### src/rtl/wb_arbiter2.sv
// wb_arbiter2: two-master to one-slave Wishbone classic arbiter with an ack watchdog.
//
// Merges the CPU instruction port (m0) and data port (m1) onto one RAM slave bus.
// The grant is held for a whole bus cycle (cyc high). A granted strobe that sees no
// s_ack for TIMEOUT cycles gets a one-cycle err pulse. The bus then drains until
// the master drops cyc.
//
// Ports:
//   clk, rst_n          clock; asynchronous active-low reset
//   m0_* / m1_*         master ports (addr, wdata, sel, we, cyc, stb in; rdata, ack, err out)
//   s_*                 slave port (addr, wdata, sel, we, cyc, stb out; rdata, ack in)
//
// Build option:
//   WB_ARB_ROUND_ROBIN_EN  defined: a simultaneous request goes to the master not granted
//                          last. Undefined: m1 always wins.
module wb_arbiter2 #(
  parameter int unsigned TIMEOUT = 16,
  parameter int unsigned CW      = 8
) (
  input  logic        clk,
  input  logic        rst_n,
  input  logic [31:0] m0_addr,
  input  logic [31:0] m0_wdata,
  input  logic [3:0]  m0_sel,
  input  logic        m0_we,
  input  logic        m0_cyc,
  input  logic        m0_stb,
  output logic [31:0] m0_rdata,
  output logic        m0_ack,
  output logic        m0_err,
  input  logic [31:0] m1_addr,
  input  logic [31:0] m1_wdata,
  input  logic [3:0]  m1_sel,
  input  logic        m1_we,
  input  logic        m1_cyc,
  input  logic        m1_stb,
  output logic [31:0] m1_rdata,
  output logic        m1_ack,
  output logic        m1_err,
  output logic [31:0] s_addr,
  output logic [31:0] s_wdata,
  output logic [3:0]  s_sel,
  output logic        s_we,
  output logic        s_cyc,
  output logic        s_stb,
  input  logic [31:0] s_rdata,
  input  logic        s_ack
);

  typedef enum logic [1:0] {StIdle, StGnt0, StGnt1, StDrain} state_e;

  state_e        state_q, state_d;
  logic          last_gnt_q, last_gnt_d;
  logic          own_q, own_d;     // granted master, kept so DRAIN knows whom to wait for
  logic [CW-1:0] wdog_q, wdog_d;

  logic        gsel;               // 1 when m1 is the current/draining owner
  logic        g_cyc, g_stb;
  logic        ack_route, err_route;
  logic        pick;

  assign m0_rdata = s_rdata;
  assign m1_rdata = s_rdata;

  assign gsel  = (state_q == StGnt1) || ((state_q == StDrain) && own_q);
  assign g_cyc = gsel ? m1_cyc : m0_cyc;
  assign g_stb = gsel ? m1_stb : m0_stb;

  // Arbitration choice for IDLE when both masters request.
`ifdef WB_ARB_ROUND_ROBIN_EN
  assign pick = (m0_cyc && m1_cyc) ? ~last_gnt_q : m1_cyc;
`else
  assign pick = m1_cyc;
`endif

  always_comb begin
    state_d    = state_q;
    last_gnt_d = last_gnt_q;
    own_d      = own_q;
    wdog_d     = wdog_q;
    ack_route  = 1'b0;
    err_route  = 1'b0;
    s_addr     = '0;
    s_wdata    = '0;
    s_sel      = '0;
    s_we       = 1'b0;
    s_cyc      = 1'b0;
    s_stb      = 1'b0;

    unique case (state_q)
      StIdle: begin
        wdog_d = '0;
        if (m0_cyc || m1_cyc) begin
          own_d   = pick;
          state_d = pick ? StGnt1 : StGnt0;
        end
      end
      StGnt0, StGnt1: begin
        s_addr    = gsel ? m1_addr  : m0_addr;
        s_wdata   = gsel ? m1_wdata : m0_wdata;
        s_sel     = gsel ? m1_sel   : m0_sel;
        s_we      = gsel ? m1_we    : m0_we;
        s_cyc     = g_cyc;
        s_stb     = g_stb;
        ack_route = s_ack;
        if (!g_cyc) begin
          state_d    = StIdle;
          last_gnt_d = gsel;
          wdog_d     = '0;
        end else if (g_stb && !s_ack) begin
          // An ack in the expiry cycle takes the other branch, so ack wins.
          if (wdog_q == CW'(TIMEOUT - 1)) begin
            err_route = 1'b1;
            state_d   = StDrain;
            wdog_d    = '0;
          end else begin
            wdog_d = wdog_q + CW'(1);
          end
        end else begin
          wdog_d = '0;
        end
      end
      StDrain: begin
        if (!g_cyc) begin
          state_d    = StIdle;
          last_gnt_d = gsel;
        end
      end
      default: state_d = StIdle;
    endcase
  end

  assign m0_ack = ack_route && !gsel;
  assign m1_ack = ack_route && gsel;
  assign m0_err = err_route && !gsel;
  assign m1_err = err_route && gsel;

  always_ff @(posedge clk or negedge rst_n) begin
    if (!rst_n) begin
      state_q    <= StIdle;
      last_gnt_q <= 1'b0;
      own_q      <= 1'b0;
      wdog_q     <= '0;
    end else begin
      state_q    <= state_d;
      last_gnt_q <= last_gnt_d;
      own_q      <= own_d;
      wdog_q     <= wdog_d;
    end
  end

endmodule

### config.mk
export PLATFORM = sky130hd
export DESIGN_NAME = wb_arbiter2
export DESIGN_NICKNAME = d
export VERILOG_FILES = /design/src/rtl/wb_arbiter2.sv
export SDC_FILE = /design/constraint.sdc
export NUM_CORES = 1
export LEC_CHECK = 0
export ABC_CLOCK_PERIOD_IN_PS = 2800
export BUFFER_PORTS_ARGS = -buffer_cell sky130_fd_sc_hd__buf_2
export CAP_MARGIN = 30
export CORE_AREA = 2 2 123 125
export CTS_BUF_LIST = sky130_fd_sc_hd__clkbuf_8
export DETAILED_ROUTE_END_ITERATION = 8
export DIE_AREA = 0 0 125 127
export HOLD_SLACK_MARGIN = 0.05
export PLACE_DENSITY = 0.58
export SYNTH_ARGS = -nofsm -noshare
export SYNTH_HDL_FRONTEND = slang
export SYNTH_SLANG_ARGS = --single-unit
export TNS_END_PERCENT = 10
### constraint.sdc
create_clock -name clk -period 2.8 [get_ports clk]
set_clock_uncertainty 0.15 [all_clocks]
set_input_delay 0.84 -clock clk [delete_from_list [all_inputs] [get_ports clk]]
set_output_delay 0.84 -clock clk [all_outputs]
set_load 0.02 [all_outputs]
==> impl_metrics.tcl, run 1 <==
set metrics [dict create \
    status "complete, but fails checks" \
    violations "negative setup slack" \
    slew_violations 0 \
    synth_area_sq_um 2452 \
    fin_hold_ws_ns 0.3082 \
    drt_iter0_drc 154 \
    fin_crit_sh_pct 105.1 \
    max-slew-margin-rel_pct 70.25 \
    crit_fanout 22 \
    synth_top_area_share_pct 23.42 \
    power.density_nw_per_um2 1431 \
    dieWidth_um 125 \
    crit_path_start_kind "flop" \
    utilization_pct 27.97 \
    p_int_uw 2809 \
    multiInputGateArea_sq_um 1672 \
    p_sw_share_pct 51.33 \
    drive_above_1_share_pct 51.61 \
    portBuffers 219 \
    row_count 44 \
    die_area_sq_um 15880 \
    area_growth_pct 64.49 \
    cp.buffers_inverters 5 \
    grt_pass1_vias 2786 \
    seq_area_sq_um 276.5 \
    htreeDepth 1 \
    finalCriticalPeriod_ns 2.944 \
    post-route-drc-count 0 \
    vias 3181 \
    peakVddDrop_v 0.0004886 \
    dpl.hpwl_um 7226 \
    avgSynthCellArea_sq_um 6.224 \
    synth-async-reset-ratio_pct 100.0 \
    critPathTopFamily "buffers and inverters" \
    dominantRegCellSynth "dfrtp_1" \
    initial_core_util_pct 17.00 \
    yosysUniqueCellTypes 41 \
    grt_pass1_wl_um 15030 \
    pre_cts_ws_ns -0.1030 \
    p_comb_share_pct 93.0 \
    power_frac_seq_pct 4.1 \
    reg2reg_to "wdog_q[0]" \
    crit_required_ns 1.81 \
    ff2ff_path_depth 8 \
    core_sq_um 14420 \
    worstHoldPathType "input port to asynchronous set/reset pin" \
    cts_tree "yes" \
    ys_ff_latch 11 \
    fin_ws_ns -0.1438 \
    cts_sinks 11 \
    ant_nets 0 \
    yosysWarnings 0 \
    critPathSlowestCell "dfrtp_1" \
    clk_pin_slew_ns 0.05 \
    netlist_instances 394 \
    arrival_ns 1.95 \
    nets 742 \
    wl_per_cell_um 14.23 \
    io-pin-count 316 \
    gr-total-overflow 0 \
    timing.rr.start "state_q[0]" \
    drv_cap 0 \
    hold_buffers 0 \
    tightest_slew_ns 0.4433 \
    routed_wirelength_um 10590 \
    hold_viol 0 \
    syn_nets 575 \
    rsz0062_at_grt "yes" \
    power_uw 5772 \
    end_kind "primary output" \
    vias_per_cell 4.276 \
    die_h_um 127 \
    dr.pass1.iters 4 \
    cts_buffers 3 \
    cts-root-buf "clkbuf_8" \
    switchingPower_uw 2963 \
    insertion_delay_ns 0.24 \
    synth_edf_count 0 \
    filler_cell_count 1592 \
    place.gp.congestion 0.7721 \
    slowest_delay_ns 0.43 \
    max_freq_ghz 0.3397 \
    antenna_cells 0 \
    cp_cell_sequence "inv_2 -> ha_4 -> a21oi_4 -> buf_12 -> buf_12 -> buf_8 -> nand2_1 -> a21boi_0 -> buf_2" \
    p_leak_uw 0.002100 \
    clock_path_buffers 2 \
    antenna_found_initial 0 \
    grt_max_degree 39 \
    cp_common_cell "buf_12" \
    setup_tns_ns -4.291 \
    yosys.area.top_type "nand2_1" \
    synth_seq_area_share_pct 11.22 \
    synthTopCellsByArea "nand2_1, a21boi_0, buf_4" \
    critPathKind "flop to primary output" \
    finalSetupViolCount 57 \
    clkPwrFrac_pct 2.9 \
    reg2reg_slack_ns 0.66 \
    track_usage_pct 11.64 \
]
==> timing repair <==
| item | CTS | global route |
|---|---|---|
| setup endpoints to repair | 74 | 75 |
| pin swaps | 5 | 24 |
| setup buffers | 5 | 2 |
| gates cloned | 4 | 2 |
| resized for setup | 64 | 103 |
==> Yosys cell counts (all sizes together), types with 2 or more instances <==
cell type and instances:
a21boi 70, a21oi 3, a31oi 4, a32oi 2
a41oi 2, and2 2, buf 76, clkbuf 16
dfrtp 11, ha 4, inv 8, mux2i 2
nand2 153, nand2b 2, nand3 5, nor2 5
nor3 3, o21ai 2, o22ai 4, o31ai 2
or3 2
==> power by group through the flow <==
stage          Sequential [uW]  Combinational, uW  Clock [uW]
2_1_floorplan              214               2760           0
3_3_place_gp               224               4020           0
3_5_place_dp               225               4010           0
4_1_cts                    227               4890         170
5_1_grt                    240               5790         179
6_report                   239               5370         165
==> routing by layer <==
layer,track usage (%),vias up,wire length [um]
li1,-,1578,-
met2,19.88,175,5226
met3,2.638,33,929
met1,14.78,1395,4190
met4,3.268,0,239
met5,0,-,0
==> state kept, by name, summed over array words and instances, names as in the netlist <==
register  count
state_q       2
own_q         1
wdog_q        8
==> how the worst max path moves through the flow <==
stage,from,endpoint,cells past startpoint
5_1_grt,state_q[0],s_wdata[3],9
3_5_place_dp,state_q[0],s_wdata[29],7
2_1_floorplan,state_q[1],s_wdata[28],7
6_report,state_q[0],s_wdata[3],9
4_1_cts,state_q[0],s_addr[11],9
3_3_place_gp,m0_cyc,m0_err,7
==> cells in the final DEF (no fill, tap or decap), types with 2 or more instances in the layout <==
cell type  count
nand2b_1       2
a32oi_1        2
and2_1         2
buf_2        162
nand3_1        5
dfrtp_1       10
buf_12         8
buf_8          2
a21boi_2      11
o21ai_0        2
o31ai_1        2
nor3_4         2
buf_16         2
nand2_1      147
nor2_1         5
nand2_2        5
a31oi_1        4
o22ai_1        4
clkbuf_16      2
buf_6         16
or3_1          2
a21boi_1      49
buf_4         61
a21oi_1        2
inv_1          6
clkbuf_8       3
a41oi_1        2
a21boi_0      10
ha_4           2
==> cell families (layout without fill, tap and decap cells) <==
logic type / count (synthesis) / in the layout / share of synthesized area (%)
buffers and inverters: 100 / 266 / 26.07
DFF: 11 / 11 / 11.22
muxes: 3 / 3 / 1.276
AOI/OAI and AO/OA: 99 / 99 / 30.51
and+or+nand+nor: 177 / 177 / 28.88
adders and majority gates: 4 / 4 / 2.041
==> stage by stage <==
stage,instances,cell area (sq um)
2_1_floorplan,394,2480
5_1_grt,744,4034
3_3_place_gp,728,3406
3_5_place_dp,728,3406
6_report,744,4034
4_1_cts,741,3804
==> area by class of cell <==
cell class	instances	area share [%]
flip-flops and latches	11	6.855
inverters	8	0.8065
well taps	184	5.707
multi-input cells	283	41.44
clock buffers	3	1.024
clock inverters	1	0.1241
repair buffers	254	44.04
==> worst register-to-register path, stage by stage, from the launching register on <==
cell and delay, ns:
dfrtp_1 0.43, inv_2 0.08, ha_4 0.18, a21oi_4 0.14, buf_12 0.14, mux2i_2 0.29
buf_4 0.24, nand3b_2 0.15, o31ai_1 0.24
Note: power is estimated with default switching activity, not from simulation.
==> run 2, diff against run 1 <==
--- a/constraint.sdc
+++ b/constraint.sdc
@@ -3,3 +3,3 @@
 set_input_delay 0.84 -clock clk [delete_from_list [all_inputs] [get_ports clk]]
 set_output_delay 0.84 -clock clk [all_outputs]
-set_load 0.02 [all_outputs]
+set_load 0.005 [all_outputs]
==> impl_metrics.tcl, run 2 (synthesis results as in run 1) <==
set metrics [dict create \
    critPathKind "flop to primary output" \
    timing.rr.start "state_q[0]" \
    power.density_nw_per_um2 1158 \
    power_frac_seq_pct 5.5 \
    drv_cap 0 \
    drt_iter0_drc 139 \
    drive_above_1_share_pct 51.81 \
    final_common_cell "buf_2" \
    dp.cells 723 \
    seq_area_sq_um 276.5 \
    portBuffers 219 \
    crit_fanout 4 \
    htreeDepth 1 \
    status "complete, but fails checks" \
    post_dp_cell_area_sq_um 3391 \
    critPathTopFamily "buffers and inverters" \
    gr-total-overflow 0 \
    switchingPower_uw 2059 \
    end_kind "primary output" \
    insertion_delay_ns 0.24 \
    utilization_pct 26.04 \
    worstHoldPathType "input port to asynchronous set/reset pin" \
    fin_crit_sh_pct 102.2 \
    dieWidth_um 125 \
    grt_pass1_vias 2871 \
    die_area_sq_um 15880 \
    max_freq_ghz 0.3495 \
    die_h_um 127 \
    io-pin-count 316 \
    place.gp.congestion 0.8081 \
    arrival_ns 1.87 \
    largest_reg_flops 8 \
    vias_per_cell 4.259 \
    clock_path_buffers 2 \
    row_count 44 \
    top_register "wdog_q" \
    rsz0062_at_grt "yes" \
    peakVddDrop_v 0.0003397 \
    core_sq_um 14420 \
    clk_pin_slew_ns 0.05 \
    critical_path.endpoint "m0_err" \
    vias 3143 \
    max-slew-margin-rel_pct 67.41 \
    routed_wirelength_um 10330 \
    dr.pass1.iters 5 \
    layoutNonFillerInstCount 738 \
    antenna_cells 0 \
    reg2reg_slack_ns 0.65 \
    grt_pass1_wl_um 14780 \
    cts-root-buf "clkbuf_8" \
    nets 736 \
    reg2reg_to "state_q[0]" \
    top_regs "wdog_q (8), state_q (2), own_q (1)" \
    post-route-drc-count 0 \
    initial_core_util_pct 17.00 \
    layout_common_cells "buf_2, nand2_1, a21boi_1" \
    violations "negative setup slack" \
    slew_violations 0 \
    filler_cell_count 1625 \
    slowest_delay_ns 0.42 \
    track_usage_pct 11.10 \
    final_area_sq_um 3756 \
    cp.buffers_inverters 4 \
    clkPwrFrac_pct 3.6 \
    hold_buffers 0 \
    finalCriticalPeriod_ns 2.861 \
    setup_tns_ns -0.2280 \
    cp_cell_sequence "inv_2 -> ha_4 -> a21oi_4 -> buf_6 -> mux2_4 -> inv_4 -> nand2_4 -> nor3_2 -> buf_2" \
    p_comb_share_pct 90.9 \
    worst-path-stages 9 \
    antenna_found_initial 0 \
    tightest_slew_ns 0.4855 \
    hold_viol 0 \
    cts_buffers 3 \
    p_leak_uw 0.002014 \
    area_growth_pct 53.16 \
    critPathSlowestCell "dfrtp_1" \
    crit_required_ns 1.81 \
    crit_path_start_kind "flop" \
    cts_tree "yes" \
    p_int_uw 2289 \
    grt_max_degree 51 \
    cts_sinks 11 \
    critPathLaunch "state_q[0]" \
    dpl.hpwl_um 7667 \
    pre_cts_ws_ns -0.01896 \
    finalSetupViolCount 6 \
    ff2ff_path_depth 9 \
    p_sw_share_pct 47.35 \
    fin_ws_ns -0.06110 \
    wl_per_cell_um 14.00 \
    ant_nets 0 \
    multiInputGateArea_sq_um 1702 \
]
run 2: cell types whose count changed in the layout (fill, tap and decap cells not counted), sizes merged:
cell / change
bufbuf: -1
clkinv: -1
inv: +1
buf: -5
run 2: per-layer routing:
layer	vias to the layer above	GRT usage (%)	share of wire, %
met1	1401	14.43	44
met2	153	18.61	46
li1	1561	-	-
met5	-	0	0
met4	0	3.464	2.3
met3	28	2.178	7.7
run 2: worst register-to-register path: stages (launching register included):
cell	delay [ns]
dfrtp_1	0.42
inv_2	0.10
ha_4	0.18
a21oi_4	0.16
buf_6	0.12
mux2_4	0.31
buf_4	0.14
buf_4	0.13
a32oi_1	0.19
a2bb2oi_1	0.17
run 2: through the flow:
step                hold slack, ns  total power [uW]
floorplan                   0.3261              2052
global placement            0.3508              3535
detailed placement          0.3647              3537
CTS                         0.3194              4001
global route                0.3248              4753
finish                      0.3123              4348
run 2: what timing repair did:
action                                  in CTS  in global routing
gates resized for setup                     33                 82
pin swaps                                    2                  7
buffers inserted                             5                  3
endpoints found under the setup margin      63                 72
cloned                                       1                  2
run 2: cell type report:
cell class                      instances  share of cell area, %
Clock buffer                            3                  1.099
Inverter                                8                 0.8661
Clock inverter                          1                0.09993
Timing Repair Buffer                  248                  39.14
Sequential cell                        11                  7.362
Multi-Input combinational cell        283                  45.30
Tap cell                              184                  6.129
run 2: worst min path at each step:
stage                    from   endpoint  cells after the start
finish                  rst_n  wdog_q[6]                      1
global route            rst_n  wdog_q[6]                      1
CTS                     rst_n  wdog_q[6]                      1
detailed placement  wdog_q[1]  wdog_q[1]                      2
global placement    wdog_q[1]  wdog_q[1]                      2
floorplan           wdog_q[1]  wdog_q[1]                      2
run 2: power by group through the flow:
stage / registers (uW) / logic, uW / clock network, uW
global route: 244 / 4340 / 170
finish: 238 / 3950 / 156
global placement: 223 / 3310 / 0
detailed placement: 225 / 3310 / 0
floorplan: 214 / 1840 / 0
CTS: 235 / 3610 / 160
==> run 3, diff against run 2 <==
--- a/config.mk
+++ b/config.mk
@@ -9,10 +9,12 @@
 export BUFFER_PORTS_ARGS = -buffer_cell sky130_fd_sc_hd__buf_2
 export CAP_MARGIN = 30
-export CORE_AREA = 2 2 123 125
+export CELL_PAD_IN_SITES_DETAIL_PLACEMENT = 0
+export CELL_PAD_IN_SITES_GLOBAL_PLACEMENT = 2
+export CORE_MARGIN = 2
+export CORE_UTILIZATION = 13
 export CTS_BUF_LIST = sky130_fd_sc_hd__clkbuf_8
 export DETAILED_ROUTE_END_ITERATION = 8
-export DIE_AREA = 0 0 125 127
 export HOLD_SLACK_MARGIN = 0.05
-export PLACE_DENSITY = 0.58
+export PLACE_DENSITY = 0.91
 export SYNTH_ARGS = -nofsm -noshare
 export SYNTH_HDL_FRONTEND = slang
==> constraint.sdc (replaced) <==
create_clock -name clk -period 2.8 [get_ports clk]
set_clock_uncertainty 0.15 [all_clocks]
set_input_delay 0.84 -clock clk [delete_from_list [all_inputs] [get_ports clk]]
set_output_delay 0.84 -clock clk [all_outputs]
set_load 0.02 [all_outputs]
==> impl_metrics.tcl, run 3 (synthesis results as in run 1) <==
set metrics [dict create \
    pre_cts_ws_ns -0.03080 \
    clkPwrFrac_pct 2.5 \
    routed_wirelength_um 11890 \
    slew_violations 0 \
    max-slew-margin-rel_pct 71.74 \
    fin_ws_ns -0.1092 \
    p_sw_share_pct 49.55 \
    largest_reg_flops 8 \
    grt_max_degree 47 \
    final_area_sq_um 4481 \
    die_area_sq_um 19980 \
    critPathKind "flop to primary output" \
    insertion_delay_ns 0.24 \
    io-pin-count 316 \
    vias 3302 \
    hold_viol 0 \
    nets 750 \
    status "complete, but fails checks" \
    drive_above_1_share_pct 57.04 \
    dp.cells 775 \
    p_leak_uw 0.002253 \
    peakVddDrop_v 0.0004332 \
    hold_buffers 0 \
    p_comb_share_pct 93.7 \
    switchingPower_uw 3249 \
    wl_per_cell_um 14.82 \
    portBuffers 219 \
    final_common_cell "buf_2" \
    area_growth_pct 82.70 \
    post-route-drc-count 0 \
    layout_common_cells "buf_2, nand2_1, buf_4" \
    tightest_slew_ns 0.4210 \
    initial_core_util_pct 13.20 \
    max_freq_ghz 0.3437 \
    cts_tree "yes" \
    violations "negative setup slack" \
    filler_cell_count 2049 \
    finalCriticalPeriod_ns 2.909 \
    cts_sinks 11 \
    top_register "wdog_q" \
    post_dp_cell_area_sq_um 3458 \
    antenna_cells 0 \
    grt_pass1_wl_um 15530 \
    dieWidth_um 141.3 \
    finalSetupViolCount 53 \
    dpl.hpwl_um 7399 \
    power_frac_seq_pct 3.8 \
    gr-total-overflow 0 \
    die_h_um 141.3 \
    crit_path_start_kind "flop" \
    drv_cap 0 \
    cts-root-buf "clkbuf_8" \
    layoutNonFillerInstCount 802 \
    ant_nets 0 \
    power.density_nw_per_um2 1464 \
    rsz0062_at_grt "yes" \
    antenna_found_initial 1 \
    crit_fanout 4 \
    top_regs "wdog_q (8), state_q (2), own_q (1)" \
    arrival_ns 1.92 \
    p_int_uw 3308 \
    track_usage_pct 9.740 \
    cts_buffers 3 \
    dr.pass1.iters 4 \
    crit_required_ns 1.81 \
    fin_crit_sh_pct 103.9 \
    fin_hold_ws_ns 0.3160 \
    end_kind "primary output" \
    worstHoldPathType "input port to asynchronous set/reset pin" \
    row_count 50 \
    power_uw 6558 \
    reg2reg_slack_ns 0.56 \
    clk_pin_slew_ns 0.06 \
    grt_pass1_vias 2871 \
    place.gp.congestion 0.8000 \
    vias_per_cell 4.117 \
    core_sq_um 18580 \
    htreeDepth 1 \
    drt_iter0_drc 127 \
    clock_path_buffers 2 \
]
[run 3: cell types whose count changed in the layout (fill, tap and decap cells not counted), sizes merged]
cell / before / now
clkbuf: 5 / 7
buf: 246 / 257
bufbuf: 0 / 1
[run 3: final timing paths]
kind	startpoint	end	cells past startpoint
setup / recovery	state_q[1]	m0_err	8
hold / removal	rst_n	wdog_q[5]	1
setup reg to reg	state_q[0]	state_q[1]	10
hold reg to reg	wdog_q[0]	wdog_q[0]	1
max in group asynchronous	rst_n	state_q[1]	1
min in group clk	wdog_q[0]	wdog_q[0]	1
[run 3: power groups by stage]
| stage | clock network (uW) | registers (uW) | logic [uW] |
|---|---|---|---|
| after global routing | 174 | 251 | 6580 |
| after floorplan | 0 | 214 | 2760 |
| after CTS | 167 | 240 | 5220 |
| final | 165 | 247 | 6150 |
| after detailed placement | 0 | 227 | 4020 |
| after global placement | 0 | 223 | 4040 |
[run 3: what timing repair did]
item / CTS / global route
buffers inserted: 13 / 1
endpoints found under the setup margin: 73 / 75
resized for setup: 95 / 146
cloned: 7 / 5
pin swaps: 9 / 19
[run 3: area by class of cell]
| cell class | count | area [sq um] | share of cell area, % |
|---|---|---|---|
| Tap cell | 234 | 292.8 | 6.534 |
| Clock inverter | 1 | 3.754 | 0.08378 |
| Clock buffer | 3 | 41.29 | 0.9215 |
| Timing Repair Buffer | 262 | 2004 | 44.74 |
| Inverter | 8 | 35.03 | 0.7819 |
| Multi-Input combinational cell | 283 | 1826 | 40.74 |
| Sequential cell | 11 | 277.8 | 6.199 |
[run 3: metrics by stage]
stage | TNS (ns) | utilization [%]
2_1_floorplan | -3.570 | -
3_3_place_gp | -0.04417 | 18.61
3_5_place_dp | -0.06103 | 18.61
4_1_cts | -4.058 | 21.74
5_1_grt | -5.843 | 24.11
6_report | -1.526 | 24.11
[run 3: worst max-delay path, stage by stage (launching register included)]
cell and delay, ns:
dfrtp_2 0.46, ha_4 0.20, a21oi_4 0.15, buf_6 0.14, mux2_4 0.32, inv_4 0.07
nand2_4 0.07, nor3_4 0.13, buf_6 0.14
[run 3: layer usage]
layer  global-route usage (%)  share of wire [%]
met5                        0               0.10
met4                    2.421                1.8
met3                    1.384                6.9
met2                    17.27                 51
met1                    12.42                 40
